===== config.mk =====
export PLATFORM = sky130hd
export DESIGN_NAME = accum_unit
export DESIGN_NICKNAME = d
export VERILOG_FILES = /design/src/rtl/accum_unit.sv
export SDC_FILE = /design/constraint.sdc
export NUM_CORES = 1
export LEC_CHECK = 0
export CORE_MARGIN = 5
export CORE_UTILIZATION = 50
export DETAILED_ROUTE_END_ITERATION = 8
export PLACE_DENSITY = 0.93
export SYNTH_ARGS = -nofsm -noshare
export SYNTH_HDL_FRONTEND = slang
export SYNTH_SLANG_ARGS = --single-unit

===== constraint.sdc =====
create_clock -name clk -period 5.7 [get_ports clk]
set_input_delay 1.14 -clock clk [delete_from_list [all_inputs] [get_ports clk]]
set_output_delay 1.14 -clock clk [all_outputs]
set_load 0.005 [all_outputs]

===== src/rtl/accum_unit.sv =====
// accum_unit: signed run accumulator fed by a valid/ready operand stream.
// Define SATURATE_EN to clamp on overflow instead of two's complement wrap.
module accum_unit #(
    parameter int WIDTH    = 5,
    parameter int IN_WIDTH = 5,
    parameter int COUNT    = 4
) (
    input  logic                clk,
    input  logic                reset,
    input  logic                start,
    input  logic                op_sub,
    input  logic                in_valid,
    input  logic [IN_WIDTH-1:0] in_data,
    output logic                in_ready,
    output logic [WIDTH-1:0]    result,
    output logic                gt_zero,
    output logic                ovf,
    output logic                busy,
    output logic                done
);

    localparam int CW = $clog2(COUNT + 1);
    localparam logic [CW-1:0] LAST_IDX = CW'(COUNT - 1);

    typedef enum logic [1:0] {
        IDLE = 2'd0,
        ACC  = 2'd1,
        DONE = 2'd2
    } state_t;

    state_t            state_q, state_d;
    logic [CW-1:0]     count_q, count_d;
    logic [WIDTH-1:0]  result_q, result_d;
    logic              ovf_q, ovf_d;

    logic [WIDTH:0]    op_ext;
    logic [WIDTH:0]    acc_ext;
    logic [WIDTH:0]    sum;
    logic              sum_ovf;
    logic [WIDTH-1:0]  sum_fix;
    logic              xfer;

    // One guard bit above WIDTH exposes overflow as a mismatch of the top two bits.
    assign op_ext  = {{(WIDTH + 1 - IN_WIDTH){in_data[IN_WIDTH-1]}}, in_data};
    assign acc_ext = {result_q[WIDTH-1], result_q};
    assign sum     = op_sub ? (acc_ext - op_ext) : (acc_ext + op_ext);
    assign sum_ovf = sum[WIDTH] ^ sum[WIDTH-1];

`ifdef SATURATE_EN
    // The guard bit carries the true sign, so it picks the clamp direction.
    always_comb begin
        sum_fix = sum[WIDTH-1:0];
        if (sum_ovf) begin
            sum_fix = sum[WIDTH] ? {1'b1, {(WIDTH-1){1'b0}}}
                                 : {1'b0, {(WIDTH-1){1'b1}}};
        end
    end
`else
    assign sum_fix = sum[WIDTH-1:0];
`endif

    assign xfer = (state_q == ACC) && in_valid;

    always_comb begin
        state_d  = state_q;
        count_d  = count_q;
        result_d = result_q;
        ovf_d    = ovf_q;
        case (state_q)
            IDLE: begin
                if (start) begin
                    state_d  = ACC;
                    count_d  = '0;
                    result_d = '0;
                    ovf_d    = 1'b0;
                end
            end
            ACC: begin
                if (xfer) begin
                    result_d = sum_fix;
                    ovf_d    = ovf_q | sum_ovf;
                    count_d  = count_q + CW'(1);
                    if (count_q == LAST_IDX) begin
                        state_d = DONE;
                    end
                end
            end
            DONE: begin
                state_d = IDLE;
            end
            default: begin
                state_d = IDLE;
            end
        endcase
    end

    always_ff @(posedge clk or negedge reset) begin
        if (!reset) begin
            state_q  <= IDLE;
            count_q  <= '0;
            result_q <= '0;
            ovf_q    <= 1'b0;
        end else begin
            state_q  <= state_d;
            count_q  <= count_d;
            result_q <= result_d;
            ovf_q    <= ovf_d;
        end
    end

    assign in_ready = (state_q == ACC);
    assign busy     = (state_q == ACC);
    assign done     = (state_q == DONE);
    assign result   = result_q;
    assign ovf      = ovf_q;
    assign gt_zero  = (result_q != '0) && !result_q[WIDTH-1];

endmodule


## Word level (Yosys, flattened, before mapping)

Cells that the tools add are included.

| storage, ports and cells | value |
|---|---|
| bits in registers | 11 |
| output and inout bits | 10 |
| word-level logic and storage cells | 37 |

| operators by class | value |
|---|---|
| add/sub/neg operators | 3 |
| eq/ne operators | 6 |
| multiplexer cells | 14 |
| bitwise gates (word level) | 2 |
| reductions and logical operators | 8 |

Operator list:

| operator | count |
|---|---|
| $mux W5 | 2 |
| $pmux W5 S2 | 1 |
| $add A5 B5 Y6 | 1 |
| $mux W2 | 3 |
| $mux W3 | 2 |
| $mux W6 | 1 |
| $pmux W3 S2 | 1 |
| $reduce_and A3 Y1 | 2 |
| $sub A5 B5 Y6 | 1 |
| $reduce_bool A5 Y1 | 1 |
| $ne A2 B1 Y1 const B | 2 |
| $pmux W2 S2 | 1 |
| $add A3 B1 Y3 const B | 1 |
| $eq A3 B2 Y1 const B | 1 |
| $eq A2 B1 Y1 const B | 1 |
| $eq A2 B2 Y1 const B | 1 |
| $logic_and A1 B1 Y1 | 2 |
| $logic_not A2 Y1 | 1 |
| $mux W1 | 2 |
| $ne A2 B2 Y1 const B | 1 |
| $pmux W1 S2 | 1 |
| $reduce_bool A2 Y1 | 1 |
| $logic_not A1 Y1 | 1 |
| $or A1 B1 Y1 | 1 |
| $xor A1 B1 Y1 | 1 |

## Logic depth before layout (Yosys ltp)

Gate-level depths: netlist of the first run.

| logic depth | value |
|---|---|
| word-level depth | 6 |
| depth in mapped cells | 11 |
| depth with buffers taken out | 11 |

## Least setup slack after synthesis of the first run

No wires, ideal clock.

| timing path | value |
|---|---|
| path type | in2reg |
| start | input port in_data[0] |
| end | register ovf_q (netlist: ovf) |
| library setup time | 0.124 ns |
| arrival | 2.769 ns |
| slack | 2.807 ns |
| stages on the path | 10 |
| cells stage by stage | inv_1 ha_1 mux2i_1 fa_1 a21o_1 a21oi_1 xnor2_1 xnor2_1 xnor2_1 o21ai_1 |

| between the ends | value |
|---|---|
| cells in the longest elaborated chain, start to end | 6 |
| elaborated cells between the ends (all ways) | 7 |
| those cells by class | add/sub: 2; mux: 3; bitwise: 2 |

RTL lines:

| element | line | RTL |
|---|---|---|
| start, declared | 13 | `input logic [IN_WIDTH-1:0] in_data,` |
| $add A5 B5 Y6 / $sub A5 B5 Y6 (equally long branches) | 46 | `assign sum = op_sub ? (acc_ext - op_ext) : (acc_ext + op_ext);` |
| $mux W6 (*) | 46 |  |
| $xor A1 B1 Y1 (*) | 47 | `assign sum_ovf = sum[WIDTH] ^ sum[WIDTH-1];` |
| $or A1 B1 Y1 (*) | 81 | `ovf_d = ovf_q \| sum_ovf;` |
| $mux W1 (*) | 79 | `if (xfer) begin` |
| $pmux W1 S2 (*) | 69 | `case (state_q)` |
| end signal, assigned | 107 | `ovf_q <= ovf_d;` |
| end, declared | 34 | `logic ovf_q, ovf_d;` |

Every way passes the cells marked *; elsewhere a longest branch is shown, timed or not. The select of a mux whose other input is x is not followed.
A chain may end at the register's enable or synchronous reset.

## Worst setup path in the final report of the first run

Same ends and word-level chain as after synthesis.

==> impl_metrics.json, run 1 <==
{
  "worst_pin_slew_ps": 500.8,
  "drt-vias-per-instance": 5.442,
  "cts_max_level": 1,
  "cts_root_buf": "clkbuf_4",
  "wl_um": 1652,
  "period_minus_slack_ps": 3311,
  "fin_skew_ps": 1.243,
  "clock_latency_ps": 280,
  "internal_power_uw": 298.6,
  "die_w_um": 48.72,
  "outcome": "finished clean",
  "vias": 653,
  "max_freq_mhz": 302.0,
  "synth-edff-count": 0,
  "comb_power_share": 0.595,
  "slew_viol_final": 0,
  "power_leakage_nw": 0.4438,
  "grt_pass1_wl_um": 2884,
  "place_congestion": 0.7554,
  "dp_cells": 116,
  "critical_path_class": "input pin to flip-flop",
  "finalHoldViolations": 0,
  "p_sw_uw": 194.9,
  "fp.dieH_um": 48.72,
  "core_region_area_um2": 1471,
  "p_clk_frac": 0.111,
  "rsz0062_at_grt": "false",
  "synthCells": 82,
  "cp.required_ps": 5860,
  "syn-cell-area_um2": 749.5,
  "cts_resized": 0,
  "hold_class": "flip-flop to flip-flop",
  "powerDensity_nw_per_um2": 503.7,
  "clock_sinks": 11,
  "postCtsSetupRepairBufs": 0,
  "period_share": 0.5809,
  "io_buffers": 19,
  "std_cell_rows": 14,
  "diodes": 0,
  "wl_met3_um": 88,
  "start_util": 0.5094,
  "clk_transition_reported_paths_ps": 70,
  "synth_cell_types": 25,
  "die_area_um2": 2373,
  "dpl.hpwl_um": 1282,
  "highest_layer": "met4",
  "ys_ff_latch": 11,
  "cts_tree": "yes",
  "grt_pass1_vias": 668,
  "clockBufferDepth": 2,
  "dr.pass1.iters": 6,
  "swShare": 0.3949,
  "ys_seq_area_frac": 0.3673,
  "fin_nets": 124,
  "ys_dominant_reg_cell": "dfrtp_1",
  "max_cap_violations": 0,
  "fin_area_um2": 979.7,
  "pwr-share-seq": 0.294,
  "place_area_um2": 952.2,
  "drive_above_1_share": 0.04808,
  "io_pins": 20,
  "finalSetupViolCount": 0,
  "numCtsBuffers": 3,
  "drc": 0,
  "ff_latch_area_um2": 275.3,
  "slowest_delay_ps": 520,
  "route.met2.wl_um": 821,
  "setup-tns-final_ps": 0,
  "fin_cells": 120,
  "slowest_stage": "clkdlybuf4s50_1",
  "num-fill-cells": 109,
  "antenna_found_initial": 0,
  "drt-met1-wl_um": 725,
  "worst_path_most_repeated_cell": "xnor2_1",
  "synth_nets": 101,
  "overflow": 0,
  "peakVddDrop_uv": 271.9,
  "drtIter0Drc": 15,
  "worstPathCellList": "clkdlybuf4s50_1, inv_1, ha_1, mux2i_1, fa_1, a21o_1, a21oi_1, xnor2_1, xnor2_1, xnor2_1, o21ai_1",
  "drt-wirelength-per-cell_um": 13.77,
  "cts_hold_buf": 0,
  "slew_headroom": 0.6651,
  "grt_max_degree": 12,
  "syn_avg_cell_area_um2": 9.140,
  "synth-async-reset-ratio": 1.000,
  "ys_warn_count": 0,
  "area_growth_pct": 30.72,
  "critPathMaxFanout": 4,
  "grt.total_usage": 0.1548,
  "end_kind": "flip-flop",
  "final_antenna_net_count": 0,
  "critPathArrivalTime_ps": 3470,
  "start_kind": "input pin",
  "multiInputGateArea_um2": 447.9
}
-- worst max-delay path, delay by kind of cell --
family	cells	cell delay (ps)
multiplexers	1	100
AO/OA/AOI/OAI	3	430
adder cells (fa/ha/maj)	2	730
buffers and inverters	2	580
XOR/XNOR	3	490
-- state kept, by name, indices dropped and copies added (netlist names) --
name	cells
result	5
count_q	3
state_q	2
ovf	1
-- cell usage in the layout (no fill, tap or decap), types with 2 or more instances in the layout --
master / count
nor4_1: 2
nor2b_1: 2
dfrtp_1: 11
a22o_1: 3
inv_1: 5
nor2_1: 7
ha_1: 8
o21ai_0: 2
clkdlybuf4s50_1: 19
nand2_1: 12
xnor2_1: 8
nand2b_1: 2
clkbuf_4: 3
o21ai_1: 5
a21oi_1: 3
-- area by class of cell --
class                           instances  area share
Tap cell                               16     0.02043
Sequential cell                        11      0.2810
Timing Repair Buffer                   19      0.1941
Inverter                                5     0.01916
Clock inverter                          1    0.005109
Clock buffer                            3     0.02299
Multi-Input combinational cell         65      0.4572
-- power groups by stage --
stage	combinational, mW	clock, mW	sequential, mW
floorplan	0.183	0	0.141
global placement	0.277	0	0.144
detailed placement	0.292	0	0.145
CTS	0.295	0.0568	0.145
global route	0.328	0.0621	0.151
finish	0.294	0.0548	0.145
-- synth_stat cells (2+ instances only) --
cell type / n / area (um2)
ha_1: 8 / 100.1
a21oi_1: 3 / 15.01
nand2b_1: 2 / 12.51
o21ai_1: 5 / 25.02
nand2_1: 12 / 45.04
o21ai_0: 2 / 10.01
xnor2_1: 8 / 70.07
dfrtp_1: 11 / 275.3
a22o_1: 3 / 26.28
nor4_1: 2 / 12.51
nor2_1: 7 / 26.28
inv_1: 5 / 18.77
nor2b_1: 2 / 12.51
-- layer usage --
| metal | global-route usage | vias to the layer above |
|---|---|---|
| met5 | 0 | - |
| met4 | 0.05381 | 0 |
| met3 | 0.05828 | 2 |
| met1 | 0.1850 | 309 |
| met2 | 0.2522 | 17 |
| li1 | - | 325 |
-- final timing paths --
kind                                   startpoint                endpoint  slack [ps]  depth (start not counted)
max                                    in_data[0]         ovf$_DFFE_PN0P_        2390                         11
min                        count_q[2]$_DFFE_PN0P_  count_q[2]$_DFFE_PN0P_         490                          2
max reg2reg                 result[0]$_DFFE_PN0P_         ovf$_DFFE_PN0P_        3540                         10
min reg2reg                count_q[2]$_DFFE_PN0P_  count_q[2]$_DFFE_PN0P_         490                          2
max in group asynchronous                   reset   result[4]$_DFFE_PN0P_        4170                          1
min in group asynchronous                   reset   result[2]$_DFFE_PN0P_        1190                          1
-- metrics by stage --
stage / setup slack [ps] / utilization / power, mW / hold slack (ps)
floorplan: 2807 / - / 0.3242 / 449.8
global placement: 2163 / 0.6471 / 0.4214 / 465.8
detailed placement: 2105 / 0.6471 / 0.4371 / 470.2
CTS: 2391 / 0.6658 / 0.4964 / 487.9
global route: 2266 / 0.6658 / 0.5408 / 546.1
finish: 2389 / 0.6658 / 0.4935 / 486.9
-- logic make-up (layout without fill, tap and decap cells) --
group | Yosys count | after routing | synth area share
compound gates | 18 | 18 | 0.1536
xor+xnor | 8 | 8 | 0.09349
fa+ha+maj | 9 | 9 | 0.1603
buf+inv | 6 | 28 | 0.03506
flops | 11 | 11 | 0.3673
mux | 1 | 1 | 0.01336
simple gates | 29 | 29 | 0.1770
(Power assumes the default switching activity.)
==> run 2, diff against run 1 <==
--- a/config.mk
+++ b/config.mk
@@ -6,9 +6,9 @@
 export NUM_CORES = 1
 export LEC_CHECK = 0
 export CORE_MARGIN = 5
-export CORE_UTILIZATION = 50
+export CORE_UTILIZATION = 42
 export DETAILED_ROUTE_END_ITERATION = 8
-export PLACE_DENSITY = 0.93
+export PLACE_DENSITY = 0.85
 export SYNTH_ARGS = -nofsm -noshare
 export SYNTH_HDL_FRONTEND = slang
 export SYNTH_SLANG_ARGS = --single-unit
==> constraint.sdc (replaced) <==
create_clock -name clk -period 2.7 [get_ports clk]
set_input_delay 0.54 -clock clk [delete_from_list [all_inputs] [get_ports clk]]
set_output_delay 0.54 -clock clk [all_outputs]
set_load 0.005 [all_outputs]
==> impl_metrics.json, run 2 (synthesis results as in run 1) <==
{
  "place_congestion": 0.7708,
  "grt_pass1_wl_um": 2987,
  "std_cell_rows": 15,
  "hold_class": "flip-flop to flip-flop",
  "drt-vias-per-instance": 5.268,
  "critPathArrivalTime_ps": 2730,
  "clock_latency_ps": 280,
  "cp.required_ps": 2870,
  "slew_headroom": 0.6737,
  "fin_cells": 138,
  "whs_ps": 494.9,
  "grt_pass1_vias": 689,
  "cts_hold_buf": 0,
  "dp_cells": 134,
  "cts_resized": 0,
  "dpl.hpwl_um": 1473,
  "start_util": 0.4388,
  "drive_above_1_share": 0.1416,
  "grt_max_degree": 12,
  "postCtsSetupRepairBufs": 0,
  "overflow": 0,
  "slew_viol_final": 0,
  "area_growth_pct": 42.07,
  "ff2ff_setup_slack_ps": 640,
  "grt.total_usage": 0.1519,
  "max_freq_mhz": 390.6,
  "core_region_area_um2": 1708,
  "hold_start": "ovf$_DFFE_PN0P_",
  "internal_power_uw": 682.7,
  "use_met1": 0.1696,
  "io_pins": 20,
  "start_kind": "input pin",
  "cts_max_level": 1,
  "fin_skew_ps": 2.624,
  "rsz0062_at_grt": "false",
  "final_antenna_net_count": 0,
  "diodes": 0,
  "fin_nets": 133,
  "p_total_mw": 1.114,
  "fin_util": 0.6234,
  "critical_path_class": "input pin to flip-flop",
  "pwr-share-seq": 0.278,
  "max_cap_violations": 0,
  "grtUsageMet2": 0.2448,
  "dr.pass1.iters": 4,
  "p_sw_uw": 431.6,
  "end_kind": "flip-flop",
  "mostFrequentLayoutCells": "clkdlybuf4s50_1 (19), nand2_1 (12), dfrtp_1 (11), buf_4 (9)",
  "top_usage_layer": "met2",
  "wl_um": 1840,
  "drt-wirelength-per-cell_um": 13.33,
  "r2r_start": "result[0]$_DFFE_PN0P_",
  "ff_latch_area_um2": 275.3,
  "final_common_cell": "clkdlybuf4s50_1",
  "clock_sinks": 11,
  "die_w_um": 52.24,
  "drc": 0,
  "die_area_um2": 2729,
  "period_share": 0.9481,
  "largest_reg_flops": 5,
  "io_buffers": 19,
  "vias": 727,
  "clockBufferDepth": 2,
  "antenna_found_initial": 0,
  "power_leakage_nw": 0.4875,
  "clk_transition_reported_paths_ps": 70,
  "comb_power_share": 0.616,
  "cts_tree": "yes",
  "grt_util_met3": 0.06838,
  "finalSetupViolCount": 0,
  "finalHoldViolations": 0,
  "swShare": 0.3873,
  "cp-startpoint": "in_data[1]",
  "critPathMaxFanout": 2,
  "numCtsBuffers": 3,
  "p_clk_frac": 0.106,
  "period_minus_slack_ps": 2560,
  "drtIter0Drc": 13,
  "outcome": "finished clean",
  "multiInputGateArea_um2": 454.2,
  "fp.dieH_um": 52.24,
  "peakVddDrop_uv": 498.4,
  "worst_pin_slew_ps": 488.0,
  "powerDensity_nw_per_um2": 1047,
  "num-fill-cells": 146,
  "cts_root_buf": "clkbuf_4"
}
-- run 2: path summary, 6_finish.rpt --
path / endpoint / cells after the start
min in group asynchronous: result[1]$_DFFE_PN0P_ / 1
max in group asynchronous: state_q[1]$_DFFE_PN0P_ / 1
hold / removal: ovf$_DFFE_PN0P_ / 2
setup / recovery: ovf$_DFFE_PN0P_ / 11
setup reg to reg: ovf$_DFFE_PN0P_ / 10
hold reg to reg: ovf$_DFFE_PN0P_ / 2
-- run 2: area by class of cell --
cell class                      count  share of cell area
Multi-Input combinational cell     65              0.4266
Sequential cell                    11              0.2585
Timing Repair Buffer               28              0.2421
Tap cell                           25             0.02938
Clock buffer                        3             0.02115
Inverter                            5             0.01763
Clock inverter                      1            0.004700
-- run 2: power groups by stage --
stage	sequential, mW	clock (mW)	combinational (mW)
global route	0.317	0.129	0.762
global placement	0.305	0	0.640
floorplan	0.297	0	0.387
finish	0.310	0.118	0.687
detailed placement	0.310	0	0.671
CTS	0.307	0.123	0.677
-- run 2: worst max-delay path, cell delays in order --
cell             delay, ps
clkdlybuf4s50_1        500
inv_1                   50
ha_1                   280
mux2i_1                110
fa_2                   380
a21o_1                 190
a21oi_2                150
xnor2_1                160
xnor2_1                160
xnor2_1                130
o21ai_1                 70
-- run 2: layer usage --
metal	routed length, um	vias up
li1	-	343
met1	726	348
met2	925	29
met3	135	7
met4	53	0
met5	0	-
-- run 2: through the flow --
stage / setup WS [ps] / setup TNS, ps / cell area (um2)
5_1_grt: 35.28 / 0 / 1065
4_1_cts: 54.49 / 0 / 1059
3_3_place_gp: -122.9 / -163.7 / 1031
3_5_place_dp: -243.2 / -414.3 / 1031
6_report: 140.1 / 0 / 1065
2_1_floorplan: 406.8 / 0 / 749.5
==> run 3, diff against run 2 <==
--- a/config.mk
+++ b/config.mk
@@ -5,10 +5,11 @@
 export SDC_FILE = /design/constraint.sdc
 export NUM_CORES = 1
 export LEC_CHECK = 0
+export ABC_AREA = 1
 export CORE_MARGIN = 5
-export CORE_UTILIZATION = 42
+export CORE_UTILIZATION = 44
 export DETAILED_ROUTE_END_ITERATION = 8
-export PLACE_DENSITY = 0.85
+export PLACE_DENSITY = 0.86
 export SYNTH_ARGS = -nofsm -noshare
 export SYNTH_HDL_FRONTEND = slang
 export SYNTH_SLANG_ARGS = --single-unit
==> impl_metrics.json, run 3 <==
{
  "outcome": "finished clean",
  "clk_transition_reported_paths_ps": 80,
  "diodes": 0,
  "finalSetupViolCount": 0,
  "finalHoldViolations": 0,
  "worst_path_most_repeated_cell": "nand2_2",
  "r2r_start": "result[0]$_DFFE_PN0P_",
  "start_util": 0.4487,
  "die_w_um": 54.04,
  "largest_reg_flops": 5,
  "worstPathCellList": "clkdlybuf4s50_1, nor2_2, a21oi_1, xor2_1, inv_1, ha_1, nand2_2, inv_1, nand2_1, nand2_1, nor2_2, inv_2, nand2_2, nand2_2, nand2_2, nand3_2, a21oi_2",
  "whs_ps": 516.3,
  "syn-cell-area_um2": 853.3,
  "clockBufferDepth": 2,
  "start_kind": "input pin",
  "internal_power_uw": 673.1,
  "area_growth_pct": 41.20,
  "hold_start": "count_q[0]$_DFFE_PN0P_",
  "period_share": 0.9394,
  "mostFrequentLayoutCells": "nand2_1 (20), inv_1 (17), clkdlybuf4s50_1 (17), dfrtp_1 (11), buf_4 (8)",
  "ys_warn_count": 0,
  "die_area_um2": 2920,
  "period_minus_slack_ps": 2536,
  "synthCells": 111,
  "antenna_found_initial": 0,
  "drive_above_1_share": 0.2695,
  "path_buf_inv": 4,
  "critPathMaxFanout": 3,
  "final_antenna_net_count": 0,
  "slowest_delay_ps": 570,
  "grt_pass1_vias": 820,
  "ff2ff_setup_slack_ps": 660,
  "slowest_stage": "clkdlybuf4s50_1",
  "pwr-share-seq": 0.254,
  "syn_avg_cell_area_um2": 7.688,
  "p_total_mw": 1.186,
  "grt.total_usage": 0.1580,
  "vias": 822,
  "ys_seq_area_frac": 0.3226,
  "slew_headroom": 0.6697,
  "power_leakage_nw": 0.6214,
  "cts_root_buf": "clkbuf_4",
  "fin_util": 0.6336,
  "yosysTopAreaCell": "dfrtp_1",
  "core_region_area_um2": 1902,
  "clock_sinks": 11,
  "drc": 0,
  "synthTopCellsByCount": "nand2_1 (22), inv_1 (19), dfrtp_1 (11)",
  "place_congestion": 0.8218,
  "cp-startpoint": "in_data[2]",
  "p_clk_frac": 0.094,
  "cts_max_level": 1,
  "critical_path_class": "input pin to flip-flop",
  "numCtsBuffers": 3,
  "overflow": 0,
  "synth_cell_types": 30,
  "end_kind": "flip-flop",
  "fin_skew_ps": 15.91,
  "fin_nets": 161,
  "comb_power_share": 0.652,
  "synth-edff-count": 0,
  "synth-async-reset-ratio": 1.000,
  "clock_latency_ps": 280,
  "synth_top_area_share": 0.3226,
  "place_area_um2": 1130,
  "ys_ff_latch": 11,
  "drtIter0Drc": 10,
  "peakVddDrop_uv": 502.6,
  "critPathArrivalTime_ps": 2750,
  "crit_family": "buffers and inverters",
  "io_pins": 20,
  "grt_max_degree": 12,
  "dpl.hpwl_um": 1610,
  "std_cell_rows": 16,
  "max_cap_violations": 0,
  "p_sw_uw": 512.8,
  "netlist_top_cells_area": "dfrtp_1 (32%), ha_1 (12%), nand2_1 (9.7%), inv_1 (8.4%), nand2_2 (2.9%)",
  "fp.dieH_um": 54.04,
  "max_freq_mhz": 394.2,
  "wl_um": 2021,
  "setup-tns-final_ps": 0,
  "swShare": 0.4324,
  "powerDensity_nw_per_um2": 984.2,
  "ys_dominant_reg_cell": "dfrtp_1",
  "cts_hold_buf": 0,
  "drt-wirelength-per-cell_um": 12.03,
  "io_buffers": 19,
  "cp.required_ps": 2910,
  "worst_pin_slew_ps": 493.9,
  "slew_viol_final": 0,
  "grt_pass1_wl_um": 3353,
  "dr.pass1.iters": 4,
  "fin_area_um2": 1205,
  "drt-vias-per-instance": 4.893,
  "final_common_cell": "nand2_1",
  "hold_class": "flip-flop to flip-flop",
  "cts_tree": "yes",
  "yosysMostFrequentCell": "nand2_1",
  "synth_nets": 130,
  "num-fill-cells": 165
}
## run 3: changes by cell type in the layout (fill, tap and decap cells not counted), moves of 6 or more
cell	previous run	this run
nand2_1	12	20
inv_2	0	6
nand2_2	0	6
xnor2_1	8	0
inv_1	5	17
## run 3: routing by layer
| metal | part of all wire | GRT usage |
|---|---|---|
| met5 | 0 | 0 |
| met4 | 0 | 0.01245 |
| met3 | 0.029 | 0.05817 |
| met2 | 0.55 | 0.2863 |
| met1 | 0.42 | 0.1835 |
## run 3: power groups by stage
stage               Clock, mW  Sequential (mW)  Combinational [mW]
floorplan                   0            0.292               0.434
global placement            0            0.297               0.677
detailed placement          0            0.302               0.716
CTS                     0.117            0.299               0.722
global route            0.127            0.311               0.866
finish                  0.112            0.301               0.773
## run 3: worst paths after layout
| check | cells past startpoint | end |
|---|---|---|
| min in group asynchronous | 1 | state_q[0]$_DFFE_PN0P_ |
| max reg2reg | 12 | ovf$_DFFE_PN0P_ |
| max | 17 | ovf$_DFFE_PN0P_ |
| min | 1 | count_q[0]$_DFFE_PN0P_ |
| max in group asynchronous | 1 | result[0]$_DFFE_PN0P_ |
| min reg2reg | 1 | count_q[0]$_DFFE_PN0P_ |
## run 3: cell families (layout without fill, tap and decap cells)
logic type      Yosys count  after routing  share of synthesized area
flops                    11             11                     0.3226
fa+ha+maj                 9              9                     0.1408
compound gates           19             19                     0.1334
simple gates             44             44                     0.2522
xor+xnor                  3              3                    0.03080
buf+inv                  25             55                     0.1202
## run 3: final cells by class
type	count	area (um2)	area share
Inverter	24	95.09	0.07892
Multi-Input combinational cell	75	519.2	0.4309
Sequential cell	11	275.3	0.2285
Timing Repair Buffer	27	255.2	0.2118
Clock buffer	4	26.28	0.02181
Tap cell	27	33.78	0.02804
## run 3: metrics by stage
stage          setup slack [ps]  cells
5_1_grt                  -17.16    168
6_report                  163.5    168
2_1_floorplan             463.9    111
3_5_place_dp             -241.1    164
3_3_place_gp             -118.4    164
4_1_cts                   50.12    168
## run 3: what timing repair did
action | 4_1_cts | 5_1_grt
setup buffers | 0 | 0
gates resized for setup | 0 | 14
endpoints found under the setup margin | 0 | 1
